===== config.mk =====
export PLATFORM = sky130hd
export DESIGN_NAME = exp_pipe
export DESIGN_NICKNAME = d
export VERILOG_FILES = /design/src/rtl/exp_pipe.sv
export SDC_FILE = /design/constraint.sdc
export NUM_CORES = 2
export LEC_CHECK = 0
export CAP_MARGIN = 20
export CELL_PAD_IN_SITES_DETAIL_PLACEMENT = 1
export CELL_PAD_IN_SITES_GLOBAL_PLACEMENT = 1
export CORE_MARGIN = 5
export CORE_UTILIZATION = 42
export DETAILED_ROUTE_END_ITERATION = 7
export PLACE_DENSITY_LB_ADDON = 0.1
export SETUP_SLACK_MARGIN = 0.3
export SKIP_LAST_GASP = 1
export SLEW_MARGIN = 30
export SYNTH_ARGS = -nofsm -noshare
export SYNTH_HDL_FRONTEND = slang
export SYNTH_SLANG_ARGS = --single-unit

===== constraint.sdc =====
create_clock -name clk -period 8.1 [get_ports clk]
set_input_delay 2.025 -clock clk [delete_from_list [all_inputs] [get_ports clk]]
set_output_delay 2.025 -clock clk [all_outputs]
set_load 0.1 [all_outputs]

===== src/rtl/exp_pipe.sv =====
// Streaming fixed-point e^x: x splits into i (signed) and f (unsigned fraction),
// e^f comes from an ORDER-stage Horner pipeline and is scaled by an e^i table.

module exp_horner_stage #(
  parameter int              XW   = 8,
  parameter int              FW   = 4,
  parameter int              AW   = 26,
  parameter logic [AW-1:0]   COEF = '0
) (
  input  logic          clk,
  input  logic          rst,
  input  logic          i_adv,
  input  logic [XW-1:0] i_x,
  input  logic [AW-1:0] i_acc,
  output logic [XW-1:0] o_x,
  output logic [AW-1:0] o_acc
);
  logic [FW+AW-1:0] w_prod;
  logic [AW-1:0]    w_next;
  logic [XW-1:0]    r_x;
  logic [AW-1:0]    r_acc;

  // f has FW fraction bits, so dropping them truncates the product back to Q2.CF
  assign w_prod = (FW+AW)'(i_x[FW-1:0]) * (FW+AW)'(i_acc);
  assign w_next = COEF + AW'(w_prod >> FW);

  always_ff @(posedge clk or negedge rst) begin
    if (!rst) begin
      r_x   <= '0;
      r_acc <= '0;
    end else if (i_adv) begin
      r_x   <= i_x;
      r_acc <= w_next;
    end
  end

  assign o_x   = r_x;
  assign o_acc = r_acc;
endmodule

module exp_pipe #(
  parameter int INT_WIDTH      = 4,
  parameter int FRAC_WIDTH     = 4,
  parameter int ORDER          = 5,
  parameter int COEFF_FRAC     = 24,
  parameter int OUT_INT_WIDTH  = 16,
  parameter int OUT_FRAC_WIDTH = 16
) (
  input  logic                                    clk,
  input  logic                                    rst,
  input  logic [INT_WIDTH+FRAC_WIDTH-1:0]         in_data,
  input  logic                                    in_valid,
  output logic                                    in_ready,
  output logic [OUT_INT_WIDTH+OUT_FRAC_WIDTH-1:0] out_data,
  output logic                                    out_ovf,
  output logic                                    out_valid,
  input  logic                                    out_ready
);
  localparam int XW     = INT_WIDTH + FRAC_WIDTH;
  localparam int FW     = FRAC_WIDTH;
  localparam int IW     = INT_WIDTH;
  localparam int CF     = COEFF_FRAC;
  localparam int AW     = 2 + CF;
  localparam int LW     = OUT_INT_WIDTH + 1 + CF;
  localparam int OW     = OUT_INT_WIDTH + OUT_FRAC_WIDTH;
  localparam int PW     = AW + LW;
  localparam int SH     = 2*CF - OUT_FRAC_WIDTH;
  localparam int NLUT   = 2**IW;
  localparam int STAGES = ORDER + 1;
  localparam int EP     = 64;

  function automatic logic [AW-1:0] coeff(input int k);
    logic [63:0] fct;
    fct = 64'd1;
    for (int n = 2; n <= k; n++) fct = fct * 64'(n);
    return AW'(((64'd1 << CF) + fct / 64'd2) / fct);
  endfunction

  // e^i built from a 2^-64 series for e (or 1/e), then rounded to CF bits
  function automatic logic [LW-1:0] lut_entry(input int i);
    logic [191:0] one, e_p, term, v, r;
    int           n;
    one  = 192'd1 << EP;
    e_p  = '0;
    term = one;
    for (int k = 0; k < 40; k++) begin
      if (i < 0 && k[0]) e_p = e_p - term;
      else               e_p = e_p + term;
      term = term / 192'(k + 1);
    end
    n = (i < 0) ? -i : i;
    v = one;
    for (int k = 0; k < NLUT; k++)
      if (k < n && (v >> (EP + LW)) == 0) v = (v * e_p) >> EP;
    r = (v + (one >> (CF + 1))) >> (EP - CF);
    if ((r >> LW) != 0) return '1;
    return LW'(r);
  endfunction

  logic [STAGES:0]           r_vld_pipe;
  logic [XW-1:0]             r_x0;
  logic [OW-1:0]             r_out_data;
  logic                      r_out_ovf;
  logic                      w_adv;
  logic [ORDER:0][XW-1:0]    w_x;
  logic [ORDER:0][AW-1:0]    w_acc;
  logic [NLUT-1:0][LW-1:0]   w_lut;
  logic [IW-1:0]             w_idx;
  logic [PW-1:0]             w_prod;
  logic [PW:0]               w_sum;
  logic [PW-SH:0]            w_rnd;
  logic                      w_ovf;
  logic [OW-1:0]             w_out;
  logic                      w_unused;

  assign w_adv     = !r_vld_pipe[STAGES] || out_ready;
  assign in_ready  = w_adv;
  assign out_valid = r_vld_pipe[STAGES];
  assign out_data  = r_out_data;
  assign out_ovf   = r_out_ovf;

  assign w_x[0]   = r_x0;
  assign w_acc[0] = coeff(ORDER);

  for (genvar j = 1; j <= ORDER; j++) begin : g_horner
    exp_horner_stage #(
      .XW(XW), .FW(FW), .AW(AW), .COEF(coeff(ORDER - j))
    ) u_stage (
      .clk(clk), .rst(rst), .i_adv(w_adv),
      .i_x(w_x[j-1]), .i_acc(w_acc[j-1]),
      .o_x(w_x[j]),   .o_acc(w_acc[j])
    );
  end

  for (genvar g = 0; g < NLUT; g++) begin : g_lut
    localparam logic [LW-1:0] LV = lut_entry(g - 2**(IW-1));
    assign w_lut[g] = LV;
  end

  // flipping the sign bit maps signed i onto table index i + 2^(IW-1)
  assign w_idx    = w_x[ORDER][XW-1:FW] ^ (IW'(1) << (IW-1));
  assign w_unused = ^w_x[ORDER][FW-1:0];
  assign w_prod   = PW'(w_acc[ORDER]) * PW'(w_lut[w_idx]);
  assign w_sum    = {1'b0, w_prod} + ((PW+1)'(1) << (SH-1));
  assign w_rnd    = (PW-SH+1)'(w_sum >> SH);
  assign w_ovf    = |w_rnd[PW-SH:OW];
  assign w_out    = w_ovf ? '1 : w_rnd[OW-1:0];

  always_ff @(posedge clk or negedge rst) begin
    if (!rst) begin
      r_vld_pipe <= '0;
      r_x0       <= '0;
      r_out_data <= '0;
      r_out_ovf  <= 1'b0;
    end else if (w_adv) begin
      r_vld_pipe <= {r_vld_pipe[STAGES-1:0], in_valid};
      r_x0       <= in_data;
      r_out_data <= w_out;
      r_out_ovf  <= w_ovf;
    end
  end
endmodule

==> results.yml <==
sta:
  slew_headroom_pct: 30.86
  worst_clock_skew_ns: 0.03121
  worstMarginPinSlew_ns: 1.034
  period_share_pct: 104.4
  setup_viol: 24
  rsz0062_at_grt: "yes"
  finalWorstSetupSlack_ns: -0.3591
  max_freq_ghz: 0.1182
  hold_violations: 0
  slew_violations: 0
  fin_crit_ns: 8.459
cts:
  cts_tree: "built"
  clock_latency_ns: 0.62
  htreeDepth: 1
  clk_pin_slew_ns: 0.06
  numCtsBuffers: 30
  cts_sinks: 201
  cts_buffer_depth: 3
  cts_root_buf: "clkbuf_16"
routing:
  post_drt_wl_per_cell_um: 19.95
  remaining_drc_errors: 0
  wirelength_um: 140500
  drt_iter0_markers: 1435
  vias_per_cell: 5.124
  dr_total_vias: 36090
  drt_first_pass_iters: 5
  ant_nets: 0
global_routing:
  grtUsageMet1_pct: 33.17
  grtUsageMet3_pct: 2.196
  gr-usage-all-layers_pct: 24.60
  grt_max_degree: 188
  antenna_found_initial: 5
  grt.busiest_layer: "met2"
  grt_pass1_wl_um: 227500
  overflow: 0
  grt_pass1_vias: 40640
  gr-usage-met2_pct: 42.19
critical_path:
  cp_data_required_time_ns: 8.57
  cp_slowest_stage_delay_ns: 0.63
  worstSetupStartpoint: "g_horner[5].u_stage.o_x[4]$_DFFE_PN0P_"
  start_kind: "flop"
  path_common_cell: "fa_1"
  cp.depth: 33
  cp_max_fo: 9
  critPathKind: "reg -> reg"
  worstReg2RegStart: "g_horner[5].u_stage.o_x[4]$_DFFE_PN0P_"
  reg2reg_slack_ns: -0.36
  crit_arrival_ns: 8.93
  r2r-end: "out_data[31]$_DFFE_PN0P_"
  cp-end-kind: "flop"
  crit_family: "adder cells"
  crit_end: "out_data[31]$_DFFE_PN0P_"
  crit_slowest_cell: "fa_2"
  path_buf_inv: 10
  reg2reg_depth: 33
cells_and_area:
  utilization_pct: 49.24
  area_growth_pct: 16.95
  fillers: 12790
  layout_commonest_cell: "inv_1"
  final_nets: 6849
  final_cell_mix: "inv_1, nand2_1, fa_1, and2_1, ha_1"
  drive_above_1_share_pct: 14.03
yosys:
  synth-warning-count: 0
  yosys_most_used_dff: "dfrtp_1"
  synthesis.area_um2: 46400
  synth_fp_nets: 6583
  ys_ff_latch: 201
  avgSynthCellArea_um2: 8.817
  synth_cell_types: 80
  synth-seq-area-share_pct: 10.84
  synth_edf_count: 0
  syn_inst: 5263
  async_reset_ff_share_pct: 100.0
floorplanning:
  core_um2: 110200
  placement_rows: 122
  die_w_um: 342.4
  initial_core_util_pct: 42.11
  ios: 47
  die_h_um: 342.4
  die_area_um2: 117200
run_status:
  violations: "negative setup slack"
  status: "finished with violations"
place:
  hpwl_um: 113300
  port_buffers: 45
  gp_congestion: 0.8588
min_path:
  hp-class: "reg -> reg"
flow_run:
  max_cap_viol_count: 0
[cells in the mapped netlist, types with 8 or more instances]
cell type	number	area, um^2
inv_1	1023	3840
nand2_1	953	3577
fa_1	933	18680
and2_1	456	2853
ha_1	375	4692
clkbuf_1	242	908.4
dfrtp_1	201	5030
a21oi_1	167	835.8
nor2_1	159	596.8
and3_1	99	619.3
o21ai_0	99	495.5
a21o_1	79	593.1
xnor2_1	70	613.1
xor2_1	45	394.1
nor3_1	29	145.1
nand3_1	24	120.1
o31ai_1	24	180.2
o21a_1	21	157.7
o21bai_1	19	142.6
a31oi_1	18	112.6
nor2b_1	18	112.6
a211oi_1	15	112.6
nand2b_1	14	87.58
nand4_1	11	68.82
o21ai_1	10	50.05
and4_1	9	78.83
o211ai_1	9	67.56
o31a_1	8	70.07
[cells by family (layout without fill, tap and decap cells)]
family | after synthesis | count (layout) | synth area share [%]
buffers and inverters | 1278 | 1567 | 10.39
and+or+nand+nor | 1802 | 1802 | 18.27
xor gates and xnor gates | 115 | 115 | 2.171
AOI/OAI and AO/OA | 549 | 549 | 7.738
DFF | 201 | 201 | 10.84
other | 1 | 4 | 0.008081
adders and majority gates | 1308 | 1308 | 50.36
muxes | 9 | 9 | 0.2265
[sequential cells by signal (all words and copies together) (netlist names)]
| register | flops |
|---|---|
| g_horner.u_stage.o_acc | 118 |
| g_horner.u_stage.o_x | 36 |
| out_data | 32 |
| r_x0 | 8 |
| r_vld_pipe | 7 |
[worst min-delay path by stage]
| stage | slack [ns] | cells past startpoint | start | endpoint |
|---|---|---|---|---|
| 4_1_cts | 0.45 | 2 | g_horner[2].u_stage.o_x[6]$_DFFE_PN0P_ | g_horner[3].u_stage.o_x[6]$_DFFE_PN0P_ |
| 5_1_grt | 0.49 | 2 | r_vld_pipe[2]$_DFFE_PN0P_ | r_vld_pipe[2]$_DFFE_PN0P_ |
| 3_3_place_gp | 0.45 | 1 | r_vld_pipe[5]$_DFFE_PN0P_ | r_vld_pipe[6]$_DFFE_PN0P_ |
| 3_5_place_dp | 0.46 | 2 | r_x0[4]$_DFFE_PN0P_ | r_x0[4]$_DFFE_PN0P_ |
| 2_1_floorplan | 0.43 | 2 | r_vld_pipe[5]$_DFFE_PN0P_ | r_vld_pipe[5]$_DFFE_PN0P_ |
| 6_report | 0.47 | 2 | g_horner[1].u_stage.o_x[7]$_DFFE_PN0P_ | g_horner[1].u_stage.o_x[7]$_DFFE_PN0P_ |
[stage by stage]
stage	hold slack [ns]	setup WS (ns)	cells	area [um^2]	setup TNS (ns)
after floorplan	0.4300	0.3015	5263	46510	0
after global placement	0.4471	-0.4455	6873	50880	-7.337
after detailed placement	0.4572	-0.5481	6873	50850	-9.924
after CTS	0.4485	-0.2635	7005	53500	-3.335
after global routing	0.4918	-0.5637	7041	54260	-10.75
final	0.4664	-0.3591	7043	54270	-4.699
[cell type report]
class | instances | area, um^2 | share of cell area [%]
multi-input cells | 3784 | 37730 | 69.52
flip-flops and latches | 201 | 5044 | 9.294
repair buffers | 489 | 4666 | 8.598
inverters | 1023 | 3859 | 7.110
well taps | 1488 | 1862 | 3.431
clock buffers | 36 | 813.3 | 1.499
clock inverters | 19 | 290.3 | 0.5349
diodes | 3 | 7.507 | 0.01383
[worst reg2reg max path, delay by kind of cell, from the launching register on]
kind / cells / cell delay, ns
multiplexers: 1 / 0.26
adder cells (fa/ha/maj): 9 / 4.06
AO/OA/AOI/OAI: 11 / 1.94
AND/OR/NAND/NOR: 2 / 0.25
buffers and inverters: 10 / 1.37
flip-flops: 1 / 0.46
[what timing repair did]
item                                    4_1_cts  5_1_grt
hold buffers                                  0        0
resized for setup                           209      131
endpoints found under the setup margin       30       31
setup buffers                                74       35
gates cloned                                  3        0
endpoints found under the hold margin         0        0
pin swaps                                    90      105
[layer usage]
layer,wire (um),vias up
li1,-,16510
met1,62380,18800
met2,68380,534
met3,4296,244
met4,5400,4
met5,20,-
Power is not shown: default switching activity piles up to over one toggle a cycle in this logic, so the estimate is an artifact.
